## src/rtl/alu_pipe_dp.sv

```systemverilog
// alu_pipe_dp: two-stage register-file / ALU datapath.
//
// Stage 0 (issue): reads the register file, selects operand B (immediate or
// register), forwards the retiring EX result into either operand and hands
// the command to the EX registers on a cmd_valid/cmd_ready handshake.
// Stage 1 (execute/writeback): holds one command, presents its ALU result on
// res_data while res_valid is high, and on retirement (res_valid && res_ready)
// writes the register file, updates the sticky flag register and optionally
// loads out_port.
//
// Ports:
//   clk, rst                 clock (rising edge), async active-high reset
//   cmd_valid / cmd_ready    command handshake
//   cmd_op                   ALU opcode (0..10 defined, 11..15 reserved)
//   cmd_rs1/rs2/rd           source A, source B, destination register
//   cmd_imm_sel, cmd_imm     operand B select / immediate value
//   cmd_wr_en, cmd_out_en    write rd / load out_port on retirement
//   res_valid / res_ready    result handshake, res_data = EX result
//   flags                    {ovf, carry, neg, zero} of the last retirement
//   out_port                 registered output port
module alu_pipe_dp #(
    parameter int DATA_W = 8,
    parameter int ADDR_W = 3
) (
    input  logic              clk,
    input  logic              rst,
    input  logic              cmd_valid,
    output logic              cmd_ready,
    input  logic [3:0]        cmd_op,
    input  logic [ADDR_W-1:0] cmd_rs1,
    input  logic [ADDR_W-1:0] cmd_rs2,
    input  logic [ADDR_W-1:0] cmd_rd,
    input  logic              cmd_imm_sel,
    input  logic [DATA_W-1:0] cmd_imm,
    input  logic              cmd_wr_en,
    input  logic              cmd_out_en,
    output logic              res_valid,
    input  logic              res_ready,
    output logic [DATA_W-1:0] res_data,
    output logic [3:0]        flags,
    output logic [DATA_W-1:0] out_port
);

    localparam int NREG = 2 ** ADDR_W;
    localparam int SH_W = $clog2(DATA_W);
    localparam int MSB  = DATA_W - 1;

    localparam logic [3:0] OP_ADD   = 4'd0;
    localparam logic [3:0] OP_SUB   = 4'd1;
    localparam logic [3:0] OP_AND   = 4'd2;
    localparam logic [3:0] OP_OR    = 4'd3;
    localparam logic [3:0] OP_XOR   = 4'd4;
    localparam logic [3:0] OP_SHL   = 4'd5;
    localparam logic [3:0] OP_SHR   = 4'd6;
    localparam logic [3:0] OP_SRA   = 4'd7;
    localparam logic [3:0] OP_SLTU  = 4'd8;
    localparam logic [3:0] OP_SLT   = 4'd9;
    localparam logic [3:0] OP_PASSB = 4'd10;

    // ALU result; reserved opcodes produce zero.
    function automatic logic [DATA_W-1:0] alu_result(
        input logic [3:0]        op,
        input logic [DATA_W-1:0] a,
        input logic [DATA_W-1:0] b
    );
        logic signed [DATA_W-1:0] a_s;
        logic signed [DATA_W-1:0] b_s;
        logic        [SH_W-1:0]   sh;
        logic        [DATA_W-1:0] r;
        a_s = $signed(a);
        b_s = $signed(b);
        sh  = b[SH_W-1:0];
        case (op)
            OP_ADD:   r = a + b;
            OP_SUB:   r = a - b;
            OP_AND:   r = a & b;
            OP_OR:    r = a | b;
            OP_XOR:   r = a ^ b;
            OP_SHL:   r = a << sh;
            OP_SHR:   r = a >> sh;
            OP_SRA:   r = $unsigned(a_s >>> sh);
            OP_SLTU:  r = {{(DATA_W-1){1'b0}}, (a < b)};
            OP_SLT:   r = {{(DATA_W-1){1'b0}}, (a_s < b_s)};
            OP_PASSB: r = b;
            default:  r = '0;
        endcase
        return r;
    endfunction

    // {ovf, carry, neg, zero}; carry/ovf only meaningful for ADD and SUB.
    function automatic logic [3:0] alu_flags(
        input logic [3:0]        op,
        input logic [DATA_W-1:0] a,
        input logic [DATA_W-1:0] b,
        input logic [DATA_W-1:0] r
    );
        logic [DATA_W:0] sum;
        logic            carry;
        logic            ovf;
        sum   = {1'b0, a} + {1'b0, b};
        carry = 1'b0;
        ovf   = 1'b0;
        if (op == OP_ADD) begin
            carry = sum[DATA_W];
            ovf   = (a[MSB] == b[MSB]) && (r[MSB] != a[MSB]);
        end else if (op == OP_SUB) begin
            carry = (a < b);
            ovf   = (a[MSB] != b[MSB]) && (r[MSB] != a[MSB]);
        end
        return {ovf, carry, r[MSB], (r == '0)};
    endfunction

    logic [DATA_W-1:0] rf_q [NREG];

    logic              ex_valid_q;
    logic              ex_valid_d;
    logic [3:0]        ex_op_q;
    logic [DATA_W-1:0] ex_a_q;
    logic [DATA_W-1:0] ex_b_q;
    logic [ADDR_W-1:0] ex_rd_q;
    logic              ex_wr_q;
    logic              ex_out_q;
    logic [3:0]        flags_q;
    logic [DATA_W-1:0] out_q;

    logic              ex_fire;
    logic              accept;
    logic              fwd_hit;
    logic              op_rsvd;
    logic [DATA_W-1:0] rf_a;
    logic [DATA_W-1:0] rf_b;
    logic [DATA_W-1:0] opa_d;
    logic [DATA_W-1:0] opb_d;
    logic [3:0]        flags_d;

    // ---- Stage 0: issue / operand read ----
    assign ex_fire   = ex_valid_q && res_ready;
    assign cmd_ready = !ex_valid_q || ex_fire;
    assign accept    = cmd_valid && cmd_ready;
    assign op_rsvd   = (cmd_op > OP_PASSB);

    // Only a retiring command that really writes a non-zero rd can forward;
    // reserved ops already had wr_en cleared when they entered EX.
    assign fwd_hit = ex_fire && ex_wr_q && (ex_rd_q != '0);

    always_comb begin
        rf_a  = (cmd_rs1 == '0) ? '0 : rf_q[cmd_rs1];
        rf_b  = (cmd_rs2 == '0) ? '0 : rf_q[cmd_rs2];
        opa_d = (fwd_hit && (ex_rd_q == cmd_rs1)) ? res_data : rf_a;
        if (cmd_imm_sel) begin
            opb_d = cmd_imm;
        end else begin
            opb_d = (fwd_hit && (ex_rd_q == cmd_rs2)) ? res_data : rf_b;
        end
        if (accept) begin
            ex_valid_d = 1'b1;
        end else begin
            ex_valid_d = ex_valid_q && !res_ready;
        end
    end

    always_ff @(posedge clk) begin
        if (accept) begin
            ex_op_q  <= cmd_op;
            ex_a_q   <= opa_d;
            ex_b_q   <= opb_d;
            ex_rd_q  <= cmd_rd;
            ex_wr_q  <= cmd_wr_en && !op_rsvd;
            ex_out_q <= cmd_out_en && !op_rsvd;
        end
    end

    // ---- Stage 1: execute / writeback ----
    assign res_valid = ex_valid_q;
    assign res_data  = alu_result(ex_op_q, ex_a_q, ex_b_q);
    assign flags_d   = alu_flags(ex_op_q, ex_a_q, ex_b_q, res_data);
    assign flags     = flags_q;
    assign out_port  = out_q;

    // Reset clears ex_valid asynchronously, so an in-flight command can never
    // fire afterwards: no writeback, flag or out_port update.
    always_ff @(posedge clk or posedge rst) begin
        if (rst) begin
            ex_valid_q <= 1'b0;
            flags_q    <= 4'd0;
            out_q      <= '0;
        end else begin
            ex_valid_q <= ex_valid_d;
            if (ex_fire) begin
                flags_q <= flags_d;
                if (ex_out_q) begin
                    out_q <= res_data;
                end
            end
        end
    end

    // Register file has no reset; contents survive rst.
    always_ff @(posedge clk) begin
        if (ex_fire && ex_wr_q && (ex_rd_q != '0)) begin
            rf_q[ex_rd_q] <= res_data;
        end
    end

endmodule

```

## config.mk

```make
export PLATFORM = sky130hd
export DESIGN_NAME = alu_pipe_dp
export DESIGN_NICKNAME = d
export VERILOG_FILES = /design/src/rtl/alu_pipe_dp.sv
export SDC_FILE = /design/constraint.sdc
export NUM_CORES = 1
export LEC_CHECK = 0
export ABC_AREA = 1
export CAP_MARGIN = 20
export CORE_MARGIN = 1.5
export CORE_UTILIZATION = 50
export CTS_CLUSTER_DIAMETER = 120
export DETAILED_ROUTE_END_ITERATION = 8
export PLACE_DENSITY = 0.83
export SYNTH_ARGS = -nofsm -noshare
export SYNTH_HDL_FRONTEND = slang
export SYNTH_SLANG_ARGS = --single-unit
export TNS_END_PERCENT = 10
```

## constraint.sdc

```tcl
create_clock -name clk -period 2.8 [get_ports clk]
set_input_delay 0.56 -clock clk [delete_from_list [all_inputs] [get_ports clk]]
set_output_delay 0.56 -clock clk [all_outputs]
set_load 0.01 [all_outputs]
```

==> impl_metrics.ini <==
[drt]
viasPerCell = 5.74
vias = 6984
wire_per_inst_um = 18.1
drtIter0Drc = 825
ant_nets = 0
dr.pass1.iters = 5
drc = 0
routed_wirelength_um = 22000

[logic_synthesis]
seq_area_frac_synth = 0.448
synth_top_area_frac = 0.399
synth-compound-area-share = 0.147
netlist.top_cell.by_area = edfxtp_1
ys_seq_elements = 102
synth_top_family_by_area = simple AND/OR/NAND/NOR gates
ys_top_cells_by_area = edfxtp_1 40%, nand2_1 11%, nand3_1 6.8%
synth_enable_flop_cells = 89
synth-simple-area-share = 0.258
ys_warn_count = 0
async_flop_share = 0.127
synthDistinctLibCells = 42
synth_fa_ha_area_frac = 0.0527
synth_area_per_cell_um2 = 7.78
yosys_most_used_dff = edfxtp_1
synth_xor_area_frac = 0.00785
postSynthCellCount = 861
syn-cell-area_um2 = 6700
synth_mux_area_frac = 0.00822

[run_status]
violations = setup timing
outcome = finished, violations left

[clock_network]
htree_levels = 3
cts_root_buf = clkbuf_16
clockBufferDepth = 2
numCtsBuffers = 9
cts_tree = yes
cts_hold_buf = 0
cts_sinks = 102
clk_pin_slew_ps = 80
clock_latency_ps = 350

[timing]
layout_setup_ws_ps = -171
max_slew_margin = 0.636
fmax_mhz = 337
rsz0062_at_grt = yes
finalSetupViolCount = 7
hold_viol = 0
min_period_ps = 2970
post-route-period-util = 1.06
fin_hold_ws_ps = 491
tightest_slew_ps = 545
slew_viol_final = 0
clock_skew_ps = 7.25

[power]
p_leak_nw = 4.02
ir_drop_v = 0.000405
finalPower_w = 0.00435
power_density_nw_per_um2 = 485

[floorplanning]
num_rows = 42
io_pins = 50
die_y_um = 119
coreArea_um2 = 13100
chipWidth_um = 119
die_area_um2 = 14100
start_util = 0.510

[job]
maxCapViolCount = 0

[critical_path]
cp_slowest_cell = fa_2
criticalPathCategory = reg2out
required_ps = 2240
cp-start-kind = flip-flop
worstSetupEndpointType = output port
worstPathCellList = buf_6, ha_4, inv_2, fa_2, inv_2, nand3_2, nand2_2, nor3_4, nand2_2, nor2_4, buf_6, inv_4, buf_6
crit_arrival_ps = 2410
worst_path_most_repeated_cell = buf_6
cpPeakStageDelay_ps = 530
worstPathMaxFanout = 3

[finish]
final_layout_size_suffix_gt1_frac = 0.235
fillers = 1020
fin_area_um2 = 8970
syn_to_final_growth_pct = 33.9
layout_commonest_cell = nand2_1
mostFrequentLayoutCells = 181 x nand2_1, 137 x buf_4, 89 x edfxtp_1, 86 x o21ai_0, 82 x inv_1
fin_cells = 1216
num-nets-final = 1089

[place]
preCtsSetupSlack_ps = -280
portBuffers = 49
dp.cells = 1182
place_congestion = 0.957
place_area_um2 = 8240
hpwl_um = 16200

[grt]
grt_max_degree = 24
grt_pass1_vias = 6511
antenna_found_initial = 0
grt_usage = 0.314
grt_pass1_wl_um = 34300
grt-ovfl-total = 0

[hold_path]
hp-class = reg2reg
[critical path, delay by kind of cell (launching register included)]
| kind | cells | cell delay (ps) |
|---|---|---|
| buffers and inverters | 6 | 460 |
| adder cells (fa/ha/maj) | 2 | 660 |
| flip-flops | 1 | 460 |
| AND/OR/NAND/NOR | 5 | 480 |
[layer usage]
layer / share of wire / GRT usage / up-vias
met5: 0 / 0 / -
met4: 0.048 / 0.132 / 0
met3: 0.080 / 0.0468 / 100
met2: 0.49 / 0.539 / 443
met1: 0.38 / 0.395 / 3189
li1: - / - / 3252
[metrics by stage]
stage / util / TNS (ps)
after floorplan: - / 0
after global placement: 0.627 / -929
after detailed placement: 0.627 / -1140
after CTS: 0.665 / -1070
after global routing: 0.682 / -1240
final: 0.683 / -593
[cell type report]
class	instances	area, µm²	share of cell area
Clock inverter	7	62.6	0.00698
Clock buffer	9	225	0.0251
Sequential cell	102	3000	0.334
Timing Repair Buffer	193	1600	0.179
Multi-Input combinational cell	632	3490	0.389
Antenna cell	1	2.50	0.000279
Tap cell	176	220	0.0246
Inverter	96	368	0.0410
[kinds of logic (layout without fill, tap and decap cells)]
| logic type | Yosys count | count (layout) |
|---|---|---|
| AND/OR/NAND/NOR | 404 | 404 |
| AO/OA/AOI/OAI | 182 | 182 |
| buffers and inverters | 134 | 305 |
| flip-flops | 102 | 102 |
| adder cells (fa/ha/maj) | 27 | 27 |
| XOR/XNOR | 6 | 6 |
| multiplexers | 5 | 5 |
| other | 1 | 9 |
[synthesized netlist by cell type, types with 2 or more instances]
library cell  count
nand3_2           2
nand2_1         194
dfrtp_1          13
buf_4             3
nand4_1           9
o21ai_0          88
nand3_1          91
nor2_2            3
a21o_1            4
nor3_1            9
xor2_1            4
a21boi_0          2
o211ai_1          5
nand3b_1          4
o221ai_1          5
clkbuf_1         26
inv_1            94
xnor2_1           2
fa_1              2
ha_1             25
and2_1            2
mux2_2            4
nor2_1           86
o22ai_1           7
o21a_1            4
buf_2             8
edfxtp_1         89
a21oi_1          62
[power by group]
group	total (W)	internal (W)	switching, W
Combinational	0.00129	0.000575	0.000717
Sequential	0.00183	0.00177	0.0000545
Clock	0.00123	0.000626	0.000605
Total	0.00435	0.00298	0.00138
[repair_timing]
action,CTS,global route
gates resized for setup,67,53
endpoints found under the hold margin,0,0
setup buffers,10,9
pin swaps,15,22
endpoints found under the setup margin,9,10
[worst paths after layout]
| check | startpoint | to | slack, ps | depth (start not counted) |
|---|---|---|---|---|
| max | ex_b_q[0] | res_data[1] | -170 | 13 |
| min | flags[0] | flags[0] | 490 | 2 |
| max reg2reg | ex_b_q[0] | ex_b_q[1] | 40 | 17 |
| min reg2reg | flags[0] | flags[0] | 490 | 2 |
| max in group asynchronous | rst | out_port[6] | 1850 | 2 |
| min in group asynchronous | rst | out_port[3] | 590 | 2 |
[sequential cells by signal (all words and copies together) (netlist names)]
register and flops:
ex_out_q 1, ex_b_q 8, flags 4, ex_a_q 8
ex_rd_q 3, ex_op_q 4, rf_q 64, res_valid 1
out_port 8, ex_wr_q 1
Note: power is estimated with default switching activity, not from simulation.
